[config.mk]
export PLATFORM = sky130hd
export DESIGN_NAME = npm_toggle_timer_arbiter_flat
export DESIGN_NICKNAME = d
export VERILOG_FILES = /design/src/rtl/npm_toggle_pkg.sv /design/src/rtl/npm_toggle_timer_arbiter_if.sv /design/src/rtl/npm_toggle_rr_pick.sv /design/src/rtl/npm_toggle_timer_arbiter.sv /design/src/flat_wrapper.sv
export SDC_FILE = /design/constraint.sdc
export NUM_CORES = 1
export LEC_CHECK = 0
export ABC_AREA = 1
export CELL_PAD_IN_SITES_DETAIL_PLACEMENT = 1
export CELL_PAD_IN_SITES_GLOBAL_PLACEMENT = 1
export CORE_MARGIN = 2
export CORE_UTILIZATION = 24
export CTS_CLUSTER_SIZE = 16
export DETAILED_ROUTE_END_ITERATION = 12
export GPL_ROUTABILITY_DRIVEN = 1
export PLACE_DENSITY_LB_ADDON = 0.12
export SETUP_SLACK_MARGIN = 0.05
export SLEW_MARGIN = 20
export SYNTH_ARGS = -nofsm -noshare
export SYNTH_HDL_FRONTEND = slang
export SYNTH_SLANG_ARGS = --single-unit
export TNS_END_PERCENT = 10
[constraint.sdc]
create_clock -name iSystemClock -period 2.2 [get_ports iSystemClock]
set_input_delay 0.44 -clock iSystemClock [delete_from_list [all_inputs] [get_ports iSystemClock]]
set_output_delay 0.44 -clock iSystemClock [all_outputs]
set_load 0.05 [all_outputs]
[src/rtl/npm_toggle_pkg.sv]
// Shared definitions for the NPM toggle timer arbiter: FSM encodings,
// option bit positions and the data-count width.
package npm_toggle_pkg;

   typedef enum logic [3:0] {
      ARB_RESET = 4'b0001,
      ARB_IDLE  = 4'b0010,
      ARB_ISSUE = 4'b0100,
      ARB_RUN   = 4'b1000
   } arb_state_e;

   localparam int OPT_CE  = 0;
   localparam int OPT_DQS = 1;
   localparam int OPT_SIG = 2;
   localparam int OPT_W   = OPT_SIG + 1;
   localparam int DATA_W  = 16;

endpackage

[src/rtl/npm_toggle_timer_arbiter_if.sv]
// Requester and timer-side bundle of the timer arbiter; the arbiter takes the
// slave view, requesters/timer (or a bench) take the master view.
interface npm_toggle_timer_arbiter_if #(
   parameter int NumberOfRequesters = 4,
   parameter int NumberOfWays       = 4
);
   import npm_toggle_pkg::*;

   localparam int N = NumberOfRequesters;
   localparam int W = NumberOfWays;

   logic [N-1:0]        iReqStart;
   logic [OPT_W*N-1:0]  iReqOption;
   logic [W*N-1:0]      iReqTargetWay;
   logic [DATA_W*N-1:0] iReqNumOfData;
   logic [N-1:0]        oReqAccept;
   logic [N-1:0]        oReqDone;
   logic [N-1:0]        oGrant;
   logic                iTimerReady;
   logic                iTimerLastStep;
   logic                oTimerStart;
   logic [OPT_W-1:0]    oTimerOption;
   logic [W-1:0]        oTimerTargetWay;
   logic [DATA_W-1:0]   oTimerNumOfData;

   modport master (
      output iReqStart, iReqOption, iReqTargetWay, iReqNumOfData,
      output iTimerReady, iTimerLastStep,
      input  oReqAccept, oReqDone, oGrant,
      input  oTimerStart, oTimerOption, oTimerTargetWay, oTimerNumOfData
   );

   modport slave (
      input  iReqStart, iReqOption, iReqTargetWay, iReqNumOfData,
      input  iTimerReady, iTimerLastStep,
      output oReqAccept, oReqDone, oGrant,
      output oTimerStart, oTimerOption, oTimerTargetWay, oTimerNumOfData
   );

endinterface

[src/rtl/npm_toggle_rr_pick.sv]
// Combinational round-robin picker: first set request at or after last+1,
// wrapping modulo N.
module npm_toggle_rr_pick #(
   parameter int N  = 4,
   parameter int LW = (N > 1) ? $clog2(N) : 1
) (
   input  logic [N-1:0]  req_i,
   input  logic [LW-1:0] last_i,
   output logic [N-1:0]  win_o,
   output logic          vld_o
);

   always_comb begin : pick
      logic [LW-1:0] idx;
      idx   = '0;
      win_o = '0;
      vld_o = 1'b0;
      for (int off = 1; off <= N; off++) begin
         idx = LW'((int'(last_i) + off) % N);
         if (!vld_o && req_i[idx]) begin
            win_o[idx] = 1'b1;
            vld_o      = 1'b1;
         end
      end
   end

endmodule

[src/rtl/npm_toggle_timer_arbiter.sv]
// Shares one NPM_Toggle_TIMER among N command engines: picks a requester
// round-robin, issues one start pulse and returns accept/done pulses.
module npm_toggle_timer_arbiter
   import npm_toggle_pkg::*;
#(
   parameter int NumberOfRequesters = 4,
   parameter int NumberOfWays       = 4
) (
   input logic                      iSystemClock,
   input logic                      iReset,
   npm_toggle_timer_arbiter_if.slave bus
);

   localparam int N  = NumberOfRequesters;
   localparam int W  = NumberOfWays;
   localparam int LW = (N > 1) ? $clog2(N) : 1;

   arb_state_e        state_q;
   logic [LW-1:0]     last_q;
   logic [N-1:0]      grant_q;
   logic [OPT_W-1:0]  opt_q;
   logic [W-1:0]      way_q;
   logic [DATA_W-1:0] num_q;

   logic [N-1:0]      pick_win;
   logic              pick_vld;
   logic [LW-1:0]     win_idx;
   logic [OPT_W-1:0]  opt_d;
   logic [W-1:0]      way_d;
   logic [DATA_W-1:0] num_d;

   npm_toggle_rr_pick #(.N(N), .LW(LW)) u_pick (
      .req_i  (bus.iReqStart),
      .last_i (last_q),
      .win_o  (pick_win),
      .vld_o  (pick_vld)
   );

   // Mux the winner's fields out of the flattened request buses.
   always_comb begin
      win_idx = '0;
      opt_d   = '0;
      way_d   = '0;
      num_d   = '0;
      for (int i = 0; i < N; i++) begin
         if (pick_win[i]) begin
            win_idx = LW'(i);
            opt_d   = bus.iReqOption[OPT_W*i +: OPT_W];
            way_d   = bus.iReqTargetWay[W*i +: W];
            num_d   = bus.iReqNumOfData[DATA_W*i +: DATA_W];
         end
      end
   end

   always_ff @(posedge iSystemClock or posedge iReset) begin
      if (iReset) begin
         state_q <= ARB_RESET;
         last_q  <= LW'(N - 1);
         grant_q <= '0;
         opt_q   <= '0;
         way_q   <= '0;
         num_q   <= '0;
      end else begin
         case (state_q)
            ARB_RESET: state_q <= ARB_IDLE;
            ARB_IDLE: begin
               if (bus.iTimerReady && pick_vld) begin
                  grant_q <= pick_win;
                  last_q  <= win_idx;
                  opt_q   <= opt_d;
                  way_q   <= way_d;
                  num_q   <= num_d;
                  state_q <= ARB_ISSUE;
               end
            end
            ARB_ISSUE: state_q <= ARB_RUN;
            ARB_RUN: begin
               if (bus.iTimerLastStep) begin
                  grant_q <= '0;
                  state_q <= ARB_IDLE;
               end
            end
            default: begin
               grant_q <= '0;
               state_q <= ARB_IDLE;
            end
         endcase
      end
   end

   // Pulses come only from registered state/grant, so reset silences them at once.
   assign bus.oTimerStart     = (state_q == ARB_ISSUE);
   assign bus.oReqAccept      = (state_q == ARB_ISSUE) ? grant_q : '0;
   assign bus.oReqDone        = (state_q == ARB_RUN && bus.iTimerLastStep) ? grant_q : '0;
   assign bus.oGrant          = grant_q;
   assign bus.oTimerOption    = opt_q;
   assign bus.oTimerTargetWay = way_q;
   assign bus.oTimerNumOfData = num_q;

endmodule

[src/flat_wrapper.sv]
// flat-port wrapper written by rule: the top's interface ports become plain ports
module npm_toggle_timer_arbiter_flat import npm_toggle_pkg::*;
#(
   parameter int NumberOfRequesters = 4,
   parameter int NumberOfWays       = 4
)
  (iSystemClock, iReset, bus_iReqStart, bus_iReqOption, bus_iReqTargetWay, bus_iReqNumOfData, bus_iTimerReady, bus_iTimerLastStep, bus_oReqAccept, bus_oReqDone, bus_oGrant, bus_oTimerStart, bus_oTimerOption, bus_oTimerTargetWay, bus_oTimerNumOfData);
  npm_toggle_timer_arbiter_if #(.NumberOfRequesters(NumberOfRequesters), .NumberOfWays(NumberOfWays)) bus_i ();
  input logic iSystemClock;
  input logic iReset;
  input wire logic [$bits(bus_i.iReqStart)-1:0] bus_iReqStart;
  input wire logic [$bits(bus_i.iReqOption)-1:0] bus_iReqOption;
  input wire logic [$bits(bus_i.iReqTargetWay)-1:0] bus_iReqTargetWay;
  input wire logic [$bits(bus_i.iReqNumOfData)-1:0] bus_iReqNumOfData;
  input wire logic [$bits(bus_i.iTimerReady)-1:0] bus_iTimerReady;
  input wire logic [$bits(bus_i.iTimerLastStep)-1:0] bus_iTimerLastStep;
  output wire logic [$bits(bus_i.oReqAccept)-1:0] bus_oReqAccept;
  output wire logic [$bits(bus_i.oReqDone)-1:0] bus_oReqDone;
  output wire logic [$bits(bus_i.oGrant)-1:0] bus_oGrant;
  output wire logic [$bits(bus_i.oTimerStart)-1:0] bus_oTimerStart;
  output wire logic [$bits(bus_i.oTimerOption)-1:0] bus_oTimerOption;
  output wire logic [$bits(bus_i.oTimerTargetWay)-1:0] bus_oTimerTargetWay;
  output wire logic [$bits(bus_i.oTimerNumOfData)-1:0] bus_oTimerNumOfData;
  assign bus_i.iReqStart = bus_iReqStart;
  assign bus_i.iReqOption = bus_iReqOption;
  assign bus_i.iReqTargetWay = bus_iReqTargetWay;
  assign bus_i.iReqNumOfData = bus_iReqNumOfData;
  assign bus_i.iTimerReady = bus_iTimerReady;
  assign bus_i.iTimerLastStep = bus_iTimerLastStep;
  assign bus_oReqAccept = bus_i.oReqAccept;
  assign bus_oReqDone = bus_i.oReqDone;
  assign bus_oGrant = bus_i.oGrant;
  assign bus_oTimerStart = bus_i.oTimerStart;
  assign bus_oTimerOption = bus_i.oTimerOption;
  assign bus_oTimerTargetWay = bus_i.oTimerTargetWay;
  assign bus_oTimerNumOfData = bus_i.oTimerNumOfData;
  npm_toggle_timer_arbiter #(.NumberOfRequesters(NumberOfRequesters), .NumberOfWays(NumberOfWays)) u_core (.iSystemClock(iSystemClock), .iReset(iReset), .bus(bus_i));
endmodule
==> run summary <==
The run finished, with violations left. The final reports fail on setup timing. During I/O placement, the number of pins put on the boundary was 136.

The run gives 757 as the number of non-filler instances in the completed layout. The path class of the tightest hold or removal check is flop to flop. The post-synthesis register bit count is 33, and the period utilization is 101%.

Setup repair after global routing could not meet its margin everywhere. STA puts the critical path data required time at 2.37 ns. The core region is 11300 µm². When the netlist entered floorplanning its net count stood at 567. The tools report the terminus of the critical flop-to-flop path as u_core.bus.oTimerOption[1]$_DFFE_PP0P_.

After synthesis, the largest area contributor takes up 27.2% of total cell area. The critical path is of the flop to flop type. For the peak clock frequency supported by timing, the log shows 0.450 GHz. The cell depth of the worst hold path is 2. TritonCTS built the clock tree. For the maximum number of pins on one net before global-route repair, the log shows 34. The leftover overflow at the end of global routing is 0. The net switching power of the design is 4.77 mW. The synthesized design spends more area on one cell type than any other, namely sky130_fd_sc_hd__dfrtp_1.

The worst pin sits at a relative slew slack of 60.3%. The time the worst path needs with I/O delays and setup is 2.22 ns. The chip height was 111 µm. The critical path goes through inv_4, ha_4, nand3_4, nand2_8, nand2_4, nor2_4, nand3_2, nand2_4, buf_12, a21oi_1, nand2_1, nand2_2, nand2_1, nand2_1. For this run, the number of Yosys warnings is 0. Among the stages of the critical path, the cell type that occurs most often is sky130_fd_sc_hd__nand2_1. The commonest cells after synthesis are sky130_fd_sc_hd__nand2_1, sky130_fd_sc_hd__a21oi_1, sky130_fd_sc_hd__inv_1, sky130_fd_sc_hd__dfrtp_1, sky130_fd_sc_hd__nand3_1.

Average wire length per cell after detail routing: 14.8 µm. The run gives 2.52 nW as the static leakage power. The slowest stage of the critical path belongs to the cell sky130_fd_sc_hd__dfstp_2. Yosys instantiated no cell more often than sky130_fd_sc_hd__nand2_1.

Of the total power, the clock network draws 7.5%. Once the floorplan was initialized, standard cells occupied 24.4% of the core. The flop-to-flop setup slack was -0.02 ns.

For this run, the detailed router's first-pass iteration total came to 4. Global routing consumed, over all layers together, 17.6% of the routing resources. For the number of endpoints with negative hold slack in the final report, the log shows 0. In this run the remaining antenna-violating nets after routing total 0. The die is 111 µm wide. The global placer's final weighted congestion is 0.831, and the number of instances in the placed design is 740. The worst setup path is captured at a flop. Setup violations remaining at the end of the flow were counted as 2.

Power spread over the standard cell area amounts to 1810 nW/µm². Root cell of the clock tree: sky130_fd_sc_hd__clkbuf_16. The startpoint type of the worst setup path is a flop. Of the total power, the share spent switching nets is 51.6%. After technology mapping, the gate count stands at 459. For the routed wire length, the log shows 11200 µm. The die area was 12400 µm². The clock passes through at most 2 buffers. Measured in cells, the most critical reg-to-reg path has a length of 14. The clock-pin slew reported for the worst setup and hold paths after clock tree synthesis is 0.05 ns.

On the final layout, the worst hold slack is 0.476 ns. The tools report the number of pins with negative max-slew slack in the final report as 0. The internal portion of the total power is 4.48 mW. The number of antenna violations at the first check in global routing was 0.

In this run, the number of DRC markers left after iteration 0 of detailed routing was 97. Of all nets on the critical path, the largest fanout is 15. The layout has 1433 filler cells. The number of buffer cells added on primary ports is 135, and the share of cells above drive strength 1 is 18.7%. The average size of a mapped cell came out at 6.01 µm².

The largest stage delay on the critical path was 0.56 ns. The number of global-route vias before repair came out at 3475. The H-tree was split into 2 levels.

The part of the power in combinational logic was 81.5%; the antenna cell count was 0. Number of buffers created by CTS: 5. The ratio of routed vias to standard cells came out at 4.48. The post-layout worst setup margin is -0.0244 ns, and the estimated wirelength of the detail-placed design is 8240 µm.

Among all flip-flop cells after synthesis, the most frequent one is sky130_fd_sc_hd__dfrtp_1. Post-place setup slack: -0.227 ns. Data on the critical path arrives at its endpoint at 2.39 ns. Counting flops with a built-in enable in the synthesized netlist gives 0.

Gate family responsible for the most delay along the worst path: simple AND/OR/NAND/NOR gates. IR analysis of the VDD net gives a maximum drop of 561 µV. In this run the most critical hold path is launched from u_core.bus.oTimerNumOfData[11]$_DFFE_PP0P_. The number of sinks driven by the clock tree is 33.

The startpoint identified for the worst register-to-register timing path is u_core.last_q[0]$_DFFE_PP1P_. The first global-routing pass estimated 17600 µm of wire. Counting both buffers and inverters, the worst setup path holds a total of 2. For the pin with the worst max-slew slack, the measured transition is 0.593 ns. In the post-synthesis netlist, the biggest area contributors are sky130_fd_sc_hd__dfrtp_1, sky130_fd_sc_hd__nand2_1, sky130_fd_sc_hd__a21oi_1.

Sequential elements use 30.1% of the synthesized area. Counting distinct cell types in the post-synthesis netlist gives 25. DRC violation count after routing: 0. The tools report the total number of vias as 3394. The layout overhead on the synthesized area came out at 85.0%. The mapped netlist covers 2760 µm². The run gives 10.9% as the proportion of power drawn by flip-flops and latches. The async set-reset flop share out of synthesis came out at 100%. The final layout contains 721 nets.

The run gives 39 as the placement row count. Between clock sinks in the finished design, the worst skew comes to 0.00580 ns. For the number of max-capacitance violations reported, the log shows 0. The worst hold path terminates at u_core.bus.oTimerNumOfData[11]$_DFFE_PP0P_. The tools report the latest clock arrival within the worst-skew pair as 0.28 ns.
cells in the final DEF, fill, tap and decap left out, drive strengths merged, types with 2 or more instances in the layout:
cell,instances
o31ai,2
inv,71
nand4,3
dfrtp,30
a21oi,70
nand2,199
nor2,20
dfstp,3
nand3,24
ha,8
o21ai,4
buf,40
clkdlybuf4s50,126
clkbuf,10
a22oi,2
power by group through the flow:
stage	Combinational, mW	Sequential [mW]	Clock (mW)
CTS	7.14	1.01	0.721
global route	8.29	1.05	0.752
global placement	6.13	1.01	0
detailed placement	6.25	1.02	0
floorplan	3.46	1.76	0
finish	7.54	1.01	0.697
final cells by class:
| type | count | area, µm² | share of cell area, % |
|---|---|---|---|
| repair buffers | 168 | 1900 | 37.2 |
| multi-input cells | 334 | 1770 | 34.7 |
| clock buffers | 8 | 146 | 2.87 |
| inverters | 71 | 279 | 5.47 |
| well taps | 143 | 179 | 3.51 |
| flip-flops and latches | 33 | 830 | 16.3 |
per-stage QoR:
stage | cell area (µm²) | setup TNS [ns] | total power [mW] | utilization (%)
5_1_grt | 5100 | -2.68 | 10.1 | 45.1
2_1_floorplan | 2810 | 0 | 5.22 | -
6_report | 5100 | -0.0327 | 9.25 | 45.1
3_3_place_gp | 4550 | -3.13 | 7.14 | 40.2
3_5_place_dp | 4550 | -4.85 | 7.27 | 40.2
4_1_cts | 4920 | -0.0336 | 8.88 | 43.5
state kept, by name, indices dropped and copies added, names as in the netlist:
| name | flops |
|---|---|
| u_core.bus.oTimerNumOfData | 16 |
| u_core.bus.oGrant | 4 |
| u_core.bus.oTimerTargetWay | 4 |
| u_core.state_q | 4 |
| u_core.bus.oTimerOption | 3 |
| u_core.last_q | 2 |
tightest hold or removal path, cell delays in order (launching register included):
cell and delay [ns]:
sky130_fd_sc_hd__dfrtp_1 0.34, sky130_fd_sc_hd__nand2_1 0.05, sky130_fd_sc_hd__nand2_1 0.05
logic make-up after synthesis:
kind of cell	Yosys count	synth area share [%]
simple gates	247	36.2
buf+inv	92	15.1
compound gates	78	14.9
flops	33	30.1
fa+ha+maj	8	3.63
other cells	1	0.136
metal layers:
metal / track usage [%] / routed length (µm)
met1: 21.2 / 4850
met5: 0 / 0
met2: 31.8 / 5600
met4: 4.12 / 149
met3: 3.66 / 613
worst max-delay path by stage:
stage               slack (ns)                                        end  depth (start not counted)                     startpoint
finish                   -0.02     u_core.bus.oTimerOption[1]$_DFFE_PP0P_                         14   u_core.last_q[0]$_DFFE_PP1P_
global route             -0.14     u_core.bus.oTimerOption[0]$_DFFE_PP0P_                         14   u_core.last_q[0]$_DFFE_PP1P_
CTS                      -0.01  u_core.bus.oTimerNumOfData[0]$_DFFE_PP0P_                         16   u_core.last_q[0]$_DFFE_PP1P_
detailed placement       -0.23     u_core.bus.oTimerOption[1]$_DFFE_PP0P_                         15               bus_iReqStart[1]
global placement         -0.15     u_core.bus.oTimerOption[1]$_DFFE_PP0P_                         15               bus_iReqStart[1]
floorplan                 0.02                          bus_oReqAccept[0]                          5  u_core.state_q[1]$_DFFE_PP0P_
repair_timing:
action / CTS / global route
setup endpoints to repair: 29 / 29
pin swaps: 20 / 15
gates resized for setup: 31 / 41
hold buffers: 0 / 0
setup buffers: 5 / 1
gates cloned: 2 / 2
Power figures use the tool's default switching activity.
